==> src/rtl/mult_pkg.sv <==
// mult_pkg
// Shared definitions for the sequential multiplier and its display path:
//   - state_t   : multiplier FSM encoding (IDLE, RUN, DONE)
//   - SEG_*     : active-low seven-segment codes, bit order {dp,g,f,e,d,c,b,a}
//   - hex_digit_count() : number of hex digits needed for a product of a given width
package mult_pkg;

    typedef enum logic [1:0] {
        ST_IDLE = 2'd0,
        ST_RUN  = 2'd1,
        ST_DONE = 2'd2
    } state_t;

    // Hex glyphs. 'b' and 'd' also light the decimal point so they can be
    // told apart from '8' and '0' on the display.
    localparam logic [7:0] SEG_0     = 8'hC0;
    localparam logic [7:0] SEG_1     = 8'hF9;
    localparam logic [7:0] SEG_2     = 8'hA4;
    localparam logic [7:0] SEG_3     = 8'hB0;
    localparam logic [7:0] SEG_4     = 8'h99;
    localparam logic [7:0] SEG_5     = 8'h92;
    localparam logic [7:0] SEG_6     = 8'h82;
    localparam logic [7:0] SEG_7     = 8'hF8;
    localparam logic [7:0] SEG_8     = 8'h80;
    localparam logic [7:0] SEG_9     = 8'h90;
    localparam logic [7:0] SEG_A     = 8'h88;
    localparam logic [7:0] SEG_B     = 8'h00;
    localparam logic [7:0] SEG_C     = 8'hC6;
    localparam logic [7:0] SEG_D     = 8'h40;
    localparam logic [7:0] SEG_E     = 8'h86;
    localparam logic [7:0] SEG_F     = 8'h8E;
    localparam logic [7:0] SEG_BLANK = 8'hFF;

    // ceil(bits/4)
    function automatic int hex_digit_count(input int bits);
        return (bits + 3) / 4;
    endfunction

endpackage

==> src/rtl/hex_to_seg.sv <==
// hex_to_seg
// Combinational hex nibble to active-low seven-segment decoder.
//   nibble : in  4  hex value to show
//   seg    : out 8  active-low segments {dp,g,f,e,d,c,b,a}
module hex_to_seg
    import mult_pkg::*;
(
    input  logic [3:0] nibble,
    output logic [7:0] seg
);

    always_comb begin
        seg = SEG_BLANK;
        case (nibble)
            4'h0: seg = SEG_0;
            4'h1: seg = SEG_1;
            4'h2: seg = SEG_2;
            4'h3: seg = SEG_3;
            4'h4: seg = SEG_4;
            4'h5: seg = SEG_5;
            4'h6: seg = SEG_6;
            4'h7: seg = SEG_7;
            4'h8: seg = SEG_8;
            4'h9: seg = SEG_9;
            4'hA: seg = SEG_A;
            4'hB: seg = SEG_B;
            4'hC: seg = SEG_C;
            4'hD: seg = SEG_D;
            4'hE: seg = SEG_E;
            4'hF: seg = SEG_F;
            default: seg = SEG_BLANK;
        endcase
    end

endmodule

==> src/rtl/seq_multiplier_display.sv <==
// seq_multiplier_display
// Shift-add unsigned multiplier (one multiplier bit per clock) with a
// start/done handshake, plus a time-multiplexed common-anode hex display of
// the last completed product.
//   i_clk    : in  1          system clock
//   i_rst_n  : in  1          asynchronous active-low reset
//   i_start  : in  1          start request, only honoured while the FSM is idle
//   i_A      : in  WIDTH      multiplicand (unsigned)
//   i_B      : in  WIDTH      multiplier (unsigned)
//   o_busy   : out 1          multiply in progress (start edge through done cycle)
//   o_done   : out 1          one-cycle pulse when o_R takes a new product
//   o_R      : out 2*WIDTH    last completed product
//   o_seg    : out 8          active-low segments of the lit digit
//   o_an     : out R_DIGITS   active-low digit enables, one low at a time
module seq_multiplier_display
    import mult_pkg::*;
#(
    parameter  int WIDTH    = 4,
    parameter  int SCAN_DIV = 50000,
    localparam int R_DIGITS = (2 * WIDTH + 3) / 4
) (
    input  logic                  i_clk,
    input  logic                  i_rst_n,
    input  logic                  i_start,
    input  logic [WIDTH-1:0]      i_A,
    input  logic [WIDTH-1:0]      i_B,
    output logic                  o_busy,
    output logic                  o_done,
    output logic [2*WIDTH-1:0]    o_R,
    output logic [7:0]            o_seg,
    output logic [R_DIGITS-1:0]   o_an
);

    localparam int PW     = 2 * WIDTH;
    localparam int PAD_W  = 4 * hex_digit_count(PW);
    localparam int CNT_W  = $clog2(WIDTH);
    localparam int DIV_W  = $clog2(SCAN_DIV);
    localparam int IDX_W  = (R_DIGITS > 1) ? $clog2(R_DIGITS) : 1;

    localparam logic [CNT_W-1:0] LAST_BIT = CNT_W'(WIDTH - 1);
    localparam logic [DIV_W-1:0] DIV_LAST = DIV_W'(SCAN_DIV - 1);
    localparam logic [IDX_W-1:0] IDX_LAST = IDX_W'(R_DIGITS - 1);

    // ------------------------------------------------------------------
    // Multiplier FSM and datapath
    // ------------------------------------------------------------------
    state_t             state;
    logic [PW-1:0]      mcand;
    logic [WIDTH-1:0]   mplier;
    logic [PW-1:0]      acc;
    logic [CNT_W-1:0]   bit_cnt;

    // o_busy is held through the DONE cycle and drops on the following edge,
    // which is also the first edge at which IDLE can accept a new start.
    always_ff @(posedge i_clk or negedge i_rst_n) begin
        if (!i_rst_n) begin
            state   <= ST_IDLE;
            mcand   <= '0;
            mplier  <= '0;
            acc     <= '0;
            bit_cnt <= '0;
            o_busy  <= 1'b0;
            o_done  <= 1'b0;
            o_R     <= '0;
        end else begin
            o_done <= 1'b0;
            case (state)
                ST_IDLE: begin
                    o_busy <= 1'b0;
                    if (i_start) begin
                        mcand   <= PW'(i_A);
                        mplier  <= i_B;
                        acc     <= '0;
                        bit_cnt <= '0;
                        o_busy  <= 1'b1;
                        state   <= ST_RUN;
                    end
                end
                ST_RUN: begin
                    if (mplier[0]) begin
                        acc <= acc + mcand;
                    end
                    mcand   <= mcand << 1;
                    mplier  <= mplier >> 1;
                    bit_cnt <= bit_cnt + CNT_W'(1);
                    if (bit_cnt == LAST_BIT) begin
                        state <= ST_DONE;
                    end
                end
                ST_DONE: begin
                    o_R    <= acc;
                    o_done <= 1'b1;
                    state  <= ST_IDLE;
                end
                default: begin
                    state  <= ST_IDLE;
                    o_busy <= 1'b0;
                end
            endcase
        end
    end

    // ------------------------------------------------------------------
    // Display scan: free-running divider selects which digit is lit
    // ------------------------------------------------------------------
    logic [DIV_W-1:0]  div_cnt;
    logic [IDX_W-1:0]  digit_idx;

    always_ff @(posedge i_clk or negedge i_rst_n) begin
        if (!i_rst_n) begin
            div_cnt   <= '0;
            digit_idx <= '0;
        end else if (div_cnt == DIV_LAST) begin
            div_cnt   <= '0;
            digit_idx <= (digit_idx == IDX_LAST) ? '0 : digit_idx + IDX_W'(1);
        end else begin
            div_cnt   <= div_cnt + DIV_W'(1);
        end
    end

    // Product zero-extended to a whole number of nibbles so the top digit
    // reads cleanly when 2*WIDTH is not a multiple of 4.
    logic [PAD_W-1:0] product_pad;
    logic [PAD_W-1:0] product_shift;
    logic [3:0]       nibble;
    logic [7:0]       seg_code;

    always_comb begin
        product_pad   = PAD_W'(o_R);
        product_shift = product_pad >> {digit_idx, 2'b00};
        nibble        = product_shift[3:0];
    end

    hex_to_seg u_hex_to_seg (
        .nibble (nibble),
        .seg    (seg_code)
    );

    // Segment and anode outputs are registered together so the two always
    // switch on the same edge and never glitch to two lit digits.
    always_ff @(posedge i_clk or negedge i_rst_n) begin
        if (!i_rst_n) begin
            o_seg <= SEG_0;
            o_an  <= ~R_DIGITS'(1);
        end else begin
            o_seg <= seg_code;
            o_an  <= ~(R_DIGITS'(1) << digit_idx);
        end
    end

endmodule

==> config.mk <==
export PLATFORM = sky130hd
export DESIGN_NAME = seq_multiplier_display
export DESIGN_NICKNAME = d
export VERILOG_FILES = /design/src/rtl/mult_pkg.sv /design/src/rtl/hex_to_seg.sv /design/src/rtl/seq_multiplier_display.sv
export SDC_FILE = /design/constraint.sdc
export NUM_CORES = 1
export LEC_CHECK = 0
export BUFFER_PORTS_ARGS = -buffer_cell sky130_fd_sc_hd__buf_2
export CORE_MARGIN = 2
export CORE_UTILIZATION = 55
export DETAILED_ROUTE_END_ITERATION = 7
export GPL_ROUTABILITY_DRIVEN = 0
export MAX_ROUTING_LAYER = met4
export PLACE_DENSITY = 0.75
export SKIP_LAST_GASP = 1
export SLEW_MARGIN = 20
export SYNTH_ARGS = -nofsm -noshare
export SYNTH_HDL_FRONTEND = slang
export SYNTH_SLANG_ARGS = --single-unit
==> constraint.sdc <==
create_clock -name i_clk -period 4.2 [get_ports i_clk]
set_clock_uncertainty 0.05 [all_clocks]
set_input_delay 0.42 -clock i_clk [delete_from_list [all_inputs] [get_ports i_clk]]
set_output_delay 0.42 -clock i_clk [all_outputs]
set_load 0.005 [all_outputs]
# After elaboration in Yosys (flattened, before gate mapping)
# Memories as Yosys holds them, arrays and structs flattened. A register that Yosys moved wholly into a read port is not among the register bits.
# Index checks and enable logic that the tools add are counted.
# totals
ff_bits	53
out_inout_bits	20
input_bits	11
mem_bits_ro	128
n_memories	1
# classes
mux	17
bitwise_logic	1
n_reduce_logical	7
n_addsub	4
n_eq_ne	7
n_shift	2
# mem_list
name	depth	word_bits	rd	rd_ports_with_merged_regs	wr	line_no	source
(no name shown)	16	8	1	1	0	hex_to_seg.sv:14	case (nibble)
# op_table
cell	n
$pmux W8 S2	2
$mux W8	3
$add A16 B1 Y16 const B	1
$eq A16 B16 Y1 const B	1
$mux W16	1
$add A8 B8 Y8	1
$pmux W2 S2	2
$pmux W4 S2	1
$shr A8 B3 Y4	1
$mux W2	3
$ne A2 B2 Y1 const B	3
$eq A2 B2 Y1 const B	2
$mux W4	1
$reduce_and A2 Y1	2
$mux W1	3
$reduce_and A3 Y1	1
$add A2 B1 Y2 const B	1
$eq A2 B1 Y1 const B	1
$logic_not A2 Y1	1
$not A2 Y2	1
$pmux W1 S2	1
$reduce_bool A2 Y1	1
$reduce_or A2 Y1	1
$shl A1 B1 Y2 const A	1
other kinds (2)	2

# Depth between registers and ports, before layout
# Gate-level depths: netlist of the first run.
# logic_depth
word_depth	3
ltp_mapped	8
ltp_nobuf	7

# Modules after synthesis
# Synthesis of the first run repeated with hierarchy kept, for this count alone.
# unflattened
hier_cells	269
hier_area_um2	3006.6
# by_module_without_submodules
module	instances	cells_per_inst	area_per_inst_um2	seq_area_each_um2
seq_multiplier_display	1	238	2740.1	1530.2
hex_to_seg	1	31	266.5	0.0

# Least setup slack after synthesis of the first run
# Ideal clock, no wire load.
# synth_path
path_kind	flip-flop to flip-flop
startpoint	reg mcand[2]
endpoint	reg acc[7]
slack_ps	2297
required_time_ps	4024
n_path_buf	0
path_stages_with_launch	7
t_arrival_ps	1727
path_cell_list	dfrtp_1 > ha_1 > a21oi_1 > a211oi_1 > o21a_1 > or2_0 > a311o_1
# synth_via
elab_chain_len	3
# synth_rtl
element	line_no	source
from (decl)	seq_multiplier_display.sv:48	logic [PW-1:0] mcand;
from (signal assigned)	seq_multiplier_display.sv:71	mcand <= PW'(i_A);
from (signal assigned)	seq_multiplier_display.sv:83	mcand <= mcand << 1;
$add A8 B8 Y8	seq_multiplier_display.sv:81	acc <= acc + mcand;
$mux W8	seq_multiplier_display.sv:80	if (mplier[0]) begin
$pmux W8 S2	seq_multiplier_display.sv:67	case (state)
to (signal assigned)	seq_multiplier_display.sv:81	
to (decl)	seq_multiplier_display.sv:50	logic [PW-1:0] acc;
# No other way between the ends. The select of a mux whose other input is x is not followed.
# A chain may end at the register's enable or synchronous reset.

# Worst setup path after layout of the first run
# layout_path
startpoint	reg state[0]
endpoint	reg acc[7]
# layout_via
elab_chain_len	3
# layout_rtl
element	line_no	source
from (decl)	seq_multiplier_display.sv:47	state_t state;
from (signal assigned)	seq_multiplier_display.sv:57	state <= ST_IDLE;
from (signal assigned)	seq_multiplier_display.sv:76	state <= ST_RUN;
from (signal assigned)	seq_multiplier_display.sv:87	state <= ST_DONE;
$eq A2 B1 Y1 / $logic_not A2 Y1 (equally long branches)	seq_multiplier_display.sv:67	
$ne A2 B2 Y1 (no line) / $reduce_bool A2 Y1 (equally long branches)	n/a	
$reduce_and A3 Y1 (no line)	n/a	
# Parallel ways exist; a longest one is shown, timed or not.

==> results.txt, run 1 <==
----------------------------------------------------
[Route]
  DRT antenna net count ... 0
  Final routed wirelength across all metal layers ... between 5 and 6 mm
  Post-detailed-route via-to-cell ratio ... between 5 and 6
  Via count ... 2147
  Detailed Routing Iterations Pass 1 ... 4
  DRC violation count after routing ... 0
  Drt wl/cell ... between 10 and 15 um
  Drt initial violations ... 94

[Worst hold path]
  Hold Crit Class ... input port to async pin

[CTS]
  Clock transition at the register clock pins on the worst setup and hold paths after CTS ... about 0.07 ns
  Clock latency at the later pin of the worst-skew pair ... 0.34 ns
  Total number of H-tree levels ... 3
  Clock sink count ... 61
  Number of hold buffers added after cts ... 0
  CTS tree ... yes
  Post-CTS setup-driven buffer insertion count ... 0
  Buffer levels on the longest clock path ... 2
  CTS-repair resized insts ... 0
  Number of clock buffers inserted by TritonCTS ... 9
  Cell at the root of the clock tree ... clkbuf_8

[Timing]
  Setup TNS ... 0 ns
  Setup Viol. Count Final ... 0
  Worst-margin pin slew ... about 0.73 ns
  Pins over their slew limit ... 0
  Number of hold violations in the final report ... 0
  Worst max-slew margin expressed relative to the limit ... roughly half
  Final worst slack ... approximately 1.7 ns
  Fmax ... ~400 MHz
  Hold_ws ... between 0.15 and 0.2 ns
  Unrepaired setup endpoints after global routing ... false
  Crit share post-route ... between 50% and 60%
  Shortest clock period the worst path allows after layout ... between 2 and 2.5 ns

[Setup path]
  Critical path data arrival time ... roughly 2.7 ns
  Crit path max-delay cell type ... dfrtp_1
  Worst EP required ... between 4 and 5 ns
  Kind of critical path ... register to register
  Category of cells accounting for the largest share of critical-path delay ... compound AO/OA/AOI/OAI gates
  Worst R2R Start ... state[0]
  Critical Path End Type ... register
  End of the worst register-to-register path ... acc[7]
  Worst setup slack for register-to-register paths ... 1.71 ns
  Element type at the critical path start ... register
  Largest incremental delay on the critical path ... between 0.3 and 0.4 ns
  Critical-path maximum fanout ... 13
  Logic depth of the worst register-to-register path ... 7
  Buffers and inverters on the worst path ... 1
  Cells traversed along the worst timing path ... inv_1 > ha_1 > nand2b_1 > o21ai_1 > o21bai_1 > and2_1 > a311o_1

[Pwr]
  Switching Share ... 37.13%
  Leakage ... around 1.6 nW
  Power density relative to cell area ... 661.6 mW/mm2
  Worst IR drop on VDD ... around 0.38 mV
  Clock share of power ... between 20% and 30%
  Internal Power ... between 0.001 and 0.0015 W
  Sequential group share of total power ... about two fifths
  Switching power of the nets ... roughly 0.00083 W
  Fraction of power consumed by combinational cells ... 37.9%

[Global route]
  All-layer global routing usage ... approximately a fifth
  First-pass GRT wire length ... between 9 and 10 mm
  Number of antenna violations at the first check in global routing ... 0
  Number of global-route vias before repair ... approximately 2000
  Remaining global-route overflow ... 0
  Largest net degree at the start of global routing ... 62

[Yosys]
  Async set-or-reset flop fraction in the synthesized netlist ... 100.0%
  Net count of the mapped netlist ... slightly above 300
  Number of enable flip-flop cells after synthesis ... 0
  Post-synthesis average cell area ... 10.92 um2
  Yosys cell types ... 42
  Synthesized instance count ... ~270
  Syn. warnings ... 0
  Commonest register cell after synthesis ... dfrtp_1
  Register area share after synthesis ... 51.49%
  Number of flip-flops and latches in the synthesized netlist ... just over 60
  Synthesized cell area ... between 0.002 and 0.003 mm2

[Finish]
  Fillers ... 420
  Total inserted antenna cells ... 0
  FF/Latch Area ... 0.001530 mm2
  Net total in the final layout ... 340
  Post-synthesis to final-layout area growth ... 14.36%
  Multi-input gate area ... between 0.001 and 0.0015 mm2
  Proportion of layout cells with a drive suffix above 1 ... 20.70%

[Floorplanning]
  Placeable Area ... roughly 0.0052 mm2
  Standard-cell rows ... 26
  Top-level port count ... 31
  Die Area ... approximately 0.0060 mm2
  X dimension of the die ... about 78 um
  Initial standard-cell utilization of the core ... 57.45%
  Die Height ... slightly below 80 um

[Run status]
  Result of the run ... finished clean

[Placed design]
  Post-Place Worst Slack ... ~1.8 ns
  Port bufs ... 30
  Half-perimeter wire length after detailed placement ... 3.763 mm

[Run]
  Number of max-capacitance violations reported ... 0

----------------------------------------------------
cell families (layout without fill, tap and decap cells):
family	after synthesis	after routing	synth area share, %
buffers and inverters	12	54	1.516
AOI/OAI and AO/OA	63	63	12.88
DFF	61	61	51.49
adders and majority gates	20	20	8.674
xor gates and xnor gates	19	19	5.600
and+or+nand+nor	84	84	14.82
muxes	13	13	5.010
registers in the layout, indices dropped and copies added, names as in the netlist:
register / cells
div_cnt: 16
mplier: 4
mcand: 8
o_R: 8
o_busy: 1
o_done: 1
digit_idx: 1
o_an: 2
bit_cnt: 2
state: 2
acc: 8
o_seg: 8
through the flow:
stage / util, % / area, um2 / instances / total power [W]
2_1_floorplan: - / 2972 / 272 / 0.001494
3_3_place_gp: 61.83 / 3198 / 368 / 0.001711
3_5_place_dp: 61.83 / 3198 / 368 / 0.001735
4_1_cts: 65.70 / 3398 / 384 / 0.002268
5_1_grt: 65.70 / 3398 / 384 / 0.002434
6_report: 65.70 / 3398 / 384 / 0.002248
how the worst max path moves through the flow:
stage                   from      to  slack, ns  cells past startpoint
global route        state[0]  acc[7]       1.47                      7
CTS                 state[0]  acc[7]       1.73                      7
detailed placement  state[0]  acc[7]       1.76                      7
global placement    state[0]  acc[7]       1.82                      7
finish              state[0]  acc[7]       1.71                      7
floorplan           mcand[2]  acc[7]       2.30                      6
cells in the final DEF (no fill, tap or decap), types with 2 or more instances in the layout:
| cell type | instances |
|---|---|
| a211oi_1 | 3 |
| a21o_1 | 3 |
| a21oi_1 | 18 |
| a22o_1 | 7 |
| and3_1 | 4 |
| buf_2 | 30 |
| clkbuf_8 | 10 |
| clkinv_2 | 2 |
| clkinvlp_4 | 3 |
| dfrtp_1 | 58 |
| dfstp_2 | 3 |
| ha_1 | 19 |
| inv_1 | 6 |
| mux2_2 | 12 |
| nand2_1 | 30 |
| nand2b_1 | 3 |
| nand3_1 | 13 |
| nand3b_1 | 2 |
| nor2_1 | 14 |
| nor3_1 | 3 |
| nor4_1 | 3 |
| o21ai_0 | 13 |
| o21ai_1 | 3 |
| o22ai_1 | 12 |
| xnor2_1 | 13 |
| xor2_1 | 6 |
worst reg2reg max path: cells and delay by family, from the launching register on:
kind                     cells  cell delay [ns]
flip-flops                   1             0.38
buffers and inverters        1             0.07
adder cells (fa/ha/maj)      1             0.34
AO/OA/AOI/OAI                3             0.93
AND/OR/NAND/NOR              2             0.59
layer usage:
metal  vias to the layer above  wire length [um]  GRT usage, %
met2                        45              2586         31.91
met4                         0                83         8.571
met1                      1034              2547         27.50
li1                       1060                 -             -
met3                         8               239         4.884
met5                         -                 0             -
cell type report:
cell class                      count  area share (%)
Inverter                            7          0.7732
Sequential cell                    61           45.03
Multi-Input combinational cell    199           41.09
Timing Repair Buffer               31           4.639
Clock buffer                       10           4.050
Tap cell                           70           2.577
Clock inverter                      6           1.841
cells in the mapped netlist (2+ instances only):
library cell	instances	area, um2
nand3b_1	2	15.01
inv_1	6	22.52
a211oi_1	3	22.52
a22o_1	7	61.31
nand2_1	30	112.6
nor3_1	3	15.01
nor4_1	3	18.77
ha_1	19	237.7
and3_1	4	25.02
nand3_1	13	65.06
a21o_1	3	22.52
a21oi_1	18	90.09
dfstp_2	3	78.83
xor2_1	6	52.55
o22ai_1	12	75.07
nand2b_1	3	18.77
clkbuf_1	5	18.77
mux2_2	12	135.1
xnor2_1	13	113.9
dfrtp_1	58	1451
o21ai_1	3	15.01
o21ai_0	13	65.06
nor2_1	14	52.55
power groups by stage:
stage          sequential [W]  clock, W  combinational [W]
2_1_floorplan        0.000860         0           0.000634
3_3_place_gp         0.000882         0           0.000828
3_5_place_dp         0.000886         0           0.000849
4_1_cts              0.000878  0.000532           0.000858
5_1_grt              0.000903  0.000557           0.000975
6_report             0.000878  0.000518           0.000853
(Power assumes the default switching activity.)
==> inputs of run 2 (changes only) <==
--- a/config.mk
+++ b/config.mk
@@ -7,11 +7,11 @@
 export LEC_CHECK = 0
 export BUFFER_PORTS_ARGS = -buffer_cell sky130_fd_sc_hd__buf_2
 export CORE_MARGIN = 2
-export CORE_UTILIZATION = 55
+export CORE_UTILIZATION = 53
 export DETAILED_ROUTE_END_ITERATION = 7
 export GPL_ROUTABILITY_DRIVEN = 0
 export MAX_ROUTING_LAYER = met4
-export PLACE_DENSITY = 0.75
+export PLACE_DENSITY = 0.76
 export SKIP_LAST_GASP = 1
 export SLEW_MARGIN = 20
 export SYNTH_ARGS = -nofsm -noshare
==> constraint.sdc (replaced) <==
create_clock -name i_clk -period 2.1 [get_ports i_clk]
set_clock_uncertainty 0.05 [all_clocks]
set_input_delay 0.21 -clock i_clk [delete_from_list [all_inputs] [get_ports i_clk]]
set_output_delay 0.21 -clock i_clk [all_outputs]
set_load 0.005 [all_outputs]
==> run 2 against run 1 <==
Effect of this change:
- sequential cell count did not move
- critical path type unchanged
- clock power rose by 100%
- wire length rose by 7.4%
==> results.txt, run 2 (synthesis results as in run 1) <==
----------------------------------------------------
[Pwr]
  Worst IR drop on VDD ... 0.8701 mV (+130%)
  Fraction of power consumed by combinational cells ... 40.3% (+2.4 points)
  Sequential group share of total power ... 37.2% (-1.8 points)
  Switching Share ... 36.97% (-0.16 points)
  Power density relative to cell area ... 1349 mW/mm2 (+100%)
  Leakage ... 1.650 nW (+3.4%)
  Clock share of power ... 22.5% (-0.5 points)
  Switching power of the nets ... 0.001745 W (+110%)
  Internal Power ... 0.002975 W (+110%)

[Setup path]
  Worst R2R Start ... mcand[0]
  Logic depth of the worst register-to-register path ... 7 (unchanged)
  Critical path data arrival time ... 2.17 ns (-0.48 ns)
  Worst EP required ... 2.27 ns (-2.10 ns)
  Critical-path maximum fanout ... 3 (-10)
  Kind of critical path ... register to register
  Cells traversed along the worst timing path ... ha_1 > fa_1 > a21o_1 > a21o_1 > a21oi_1 > or4b_1 > nand3_1
  Critical Path End Type ... register
  Category of cells accounting for the largest share of critical-path delay ... adder cells
  Setup crit start ... mcand[0]
  Largest incremental delay on the critical path ... 0.41 ns (+0.03 ns)
  Crit path max-delay cell type ... fa_1
  Element type at the critical path start ... register
  Worst setup slack for register-to-register paths ... 0.10 ns (-1.61 ns)
  Most frequent CP cell ... a21o_1
  CP Capture Point ... acc[6]
  Number of gates on the worst path with buffers counted ... 7 (unchanged)
  End of the worst register-to-register path ... acc[6]
  Buffers and inverters on the worst path ... 0 (-1)

[Route]
  DRC violation count after routing ... 0 (unchanged)
  Drt initial violations ... 83 (-12%)
  Via count ... 2245 (+4.6%)
  DRT antenna net count ... 0 (unchanged)
  Drt wl/cell ... 14.83 um (+4.4%)
  Final routed wirelength across all metal layers ... 5.859 mm (+7.4%)
  Detailed Routing Iterations Pass 1 ... 4 (unchanged)
  Post-detailed-route via-to-cell ratio ... 5.684 (+1.7%)

[Global route]
  Number of global-route vias before repair ... 2234 (+12%)
  Largest net degree at the start of global routing ... 62 (unchanged)
  Number of antenna violations at the first check in global routing ... 0 (unchanged)
  All-layer global routing usage ... 22.14% (+1.1 points)
  Remaining global-route overflow ... 0 (unchanged)
  First-pass GRT wire length ... 10.33 mm (+8.5%)

[Floorplanning]
  Initial standard-cell utilization of the core ... 54.30% (-3.2 points)
  Top-level port count ... 31 (unchanged)
  Die Area ... 0.006222 mm2 (+3.6%)
  Die Height ... 78.88 um (+1.8%)
  X dimension of the die ... 78.88 um (+1.8%)
  Standard-cell rows ... 27 (+3.8%)
  Placeable Area ... 0.005473 mm2 (+5.8%)

[Placed design]
  Post-Place Worst Slack ... 0.07702 ns (-1.678 ns)
  Placed standard-cell area ... 0.003266 mm2 (+2.1%)
  Half-perimeter wire length after detailed placement ... 4.044 mm (+7.5%)
  Port bufs ... 30 (unchanged)

[Timing]
  Worst-margin pin slew ... 0.5951 ns (-0.1308 ns)
  Crit share post-route ... 95.18% (+36 points)
  Final worst slack ... 0.1012 ns (-1.613 ns)
  Number of hold violations in the final report ... 0 (unchanged)
  Shortest clock period the worst path allows after layout ... 1.999 ns (-0.4866 ns)
  Fmax ... 500.3 MHz (+24%)
  Pins over their slew limit ... 0 (unchanged)
  Worst max-slew margin expressed relative to the limit ... 59.96% (+8.4 points)
  Setup TNS ... 0 ns (unchanged)
  Unrepaired setup endpoints after global routing ... false
  Setup Viol. Count Final ... 0 (unchanged)

[CTS]
  CTS tree ... yes
  Clock latency at the later pin of the worst-skew pair ... 0.34 ns (about the same)
  Cell at the root of the clock tree ... clkbuf_8
  Number of clock buffers inserted by TritonCTS ... 9 (unchanged)
  Total number of H-tree levels ... 3 (unchanged)
  Clock sink count ... 61 (unchanged)
  Buffer levels on the longest clock path ... 2 (unchanged)
  Clock transition at the register clock pins on the worst setup and hold paths after CTS ... 0.07 ns (about the same)

[Finish]
  Register bank with the most flops ... div_cnt
  Proportion of layout cells with a drive suffix above 1 ... 23.22% (+2.5 points)
  Net total in the final layout ... 349 (+2.6%)
  Post-synthesis to final-layout area growth ... 17.68%
  Number of flip-flops under the largest register name ... 16 (unchanged)
  Fin area ... 0.003497 mm2 (+2.9%)
  Commonest non-fill, non-tap cell in the layout ... dfrtp_1
  Highest-count cells in the layout ignoring fill and taps ... dfrtp_1 (58), nand2_1 (30), buf_2 (30), ha_1 (18), a21oi_1 (17)
  Total inserted antenna cells ... 0 (unchanged)

[Run status]
  Result of the run ... finished clean

[Worst hold path]
  Hold Crit Class ... input port to register

[Run]
  Number of max-capacitance violations reported ... 0 (unchanged)

----------------------------------------------------
## run 2: cell types whose count changed in the layout (fill, tap and decap cells not counted)
cell,previous run,this run
a211oi_1,3,2
a211oi_2,0,1
a21oi_1,18,17
a21oi_2,0,1
buf_12,0,1
buf_4,1,8
clkbuf_1,0,1
clkbuf_8,10,11
clkinvlp_4,3,1
dlygate4sd3_1,0,1
ha_1,19,18
ha_2,0,1
## run 2: worst register-to-register path: stages, from the launching register on
cell and delay [ns]:
dfrtp_1 0.40, ha_1 0.25, fa_1 0.41, a21o_1 0.17
a21o_1 0.19, a21oi_1 0.21, or4b_1 0.15, nand3_1 0.06
## run 2: power by group through the flow
| stage | clock (W) | combinational [W] | sequential [W] |
|---|---|---|---|
| floorplan | 0 | 0.00127 | 0.00172 |
| global placement | 0 | 0.00176 | 0.00176 |
| detailed placement | 0 | 0.00183 | 0.00177 |
| CTS | 0.00108 | 0.00187 | 0.00176 |
| global route | 0.00113 | 0.00214 | 0.00180 |
| finish | 0.00106 | 0.00190 | 0.00176 |
## run 2: layout make-up
| cell class | instances | area, um2 |
|---|---|---|
| Timing Repair Buffer | 40 | 240.2 |
| Multi-Input combinational cell | 199 | 1408 |
| Clock inverter | 4 | 47.55 |
| Sequential cell | 61 | 1530 |
| Fill cell | 447 | 1976 |
| Inverter | 7 | 26.28 |
| Tap cell | 72 | 90.09 |
| Clock buffer | 12 | 155.1 |
## run 2: worst min-delay path by stage
| stage | slack, ns | cells after the start | start | to |
|---|---|---|---|---|
| floorplan | -0.14 | 0 | i_rst_n | acc[0] |
| global placement | 0.19 | 2 | i_rst_n | div_cnt[12] |
| detailed placement | 0.20 | 2 | i_rst_n | div_cnt[12] |
| CTS | 0.09 | 3 | i_A[0] | mcand[0] |
| global route | 0.12 | 3 | i_A[0] | mcand[0] |
| finish | 0.11 | 3 | i_A[0] | mcand[0] |
## run 2: metal layers
metal / GRT usage, % / wire (um)
met1: 27.51 / 2637
met4: 10.00 / 110
met3: 5.341 / 251
met5: - / 0
met2: 34.70 / 2860
## run 2: through the flow
| stage | instances | power [W] | hold slack, ns | utilization (%) |
|---|---|---|---|---|
| 2_1_floorplan | 272 | 0.002988 | -0.1356 | - |
| 4_1_cts | 394 | 0.004704 | 0.09230 | 63.56 |
| 5_1_grt | 395 | 0.005074 | 0.1208 | 63.90 |
| 3_5_place_dp | 377 | 0.003603 | 0.1953 | 59.67 |
| 3_3_place_gp | 377 | 0.003515 | 0.1922 | 59.67 |
| 6_report | 395 | 0.004719 | 0.1105 | 63.90 |
## run 2: timing repair
item / CTS / global route
endpoints found under the hold margin: 58 / 0
endpoints found under the setup margin: 0 / 1
resized for setup: 0 / 3
hold buffers: 1 / 0
buffers inserted: 0 / 1
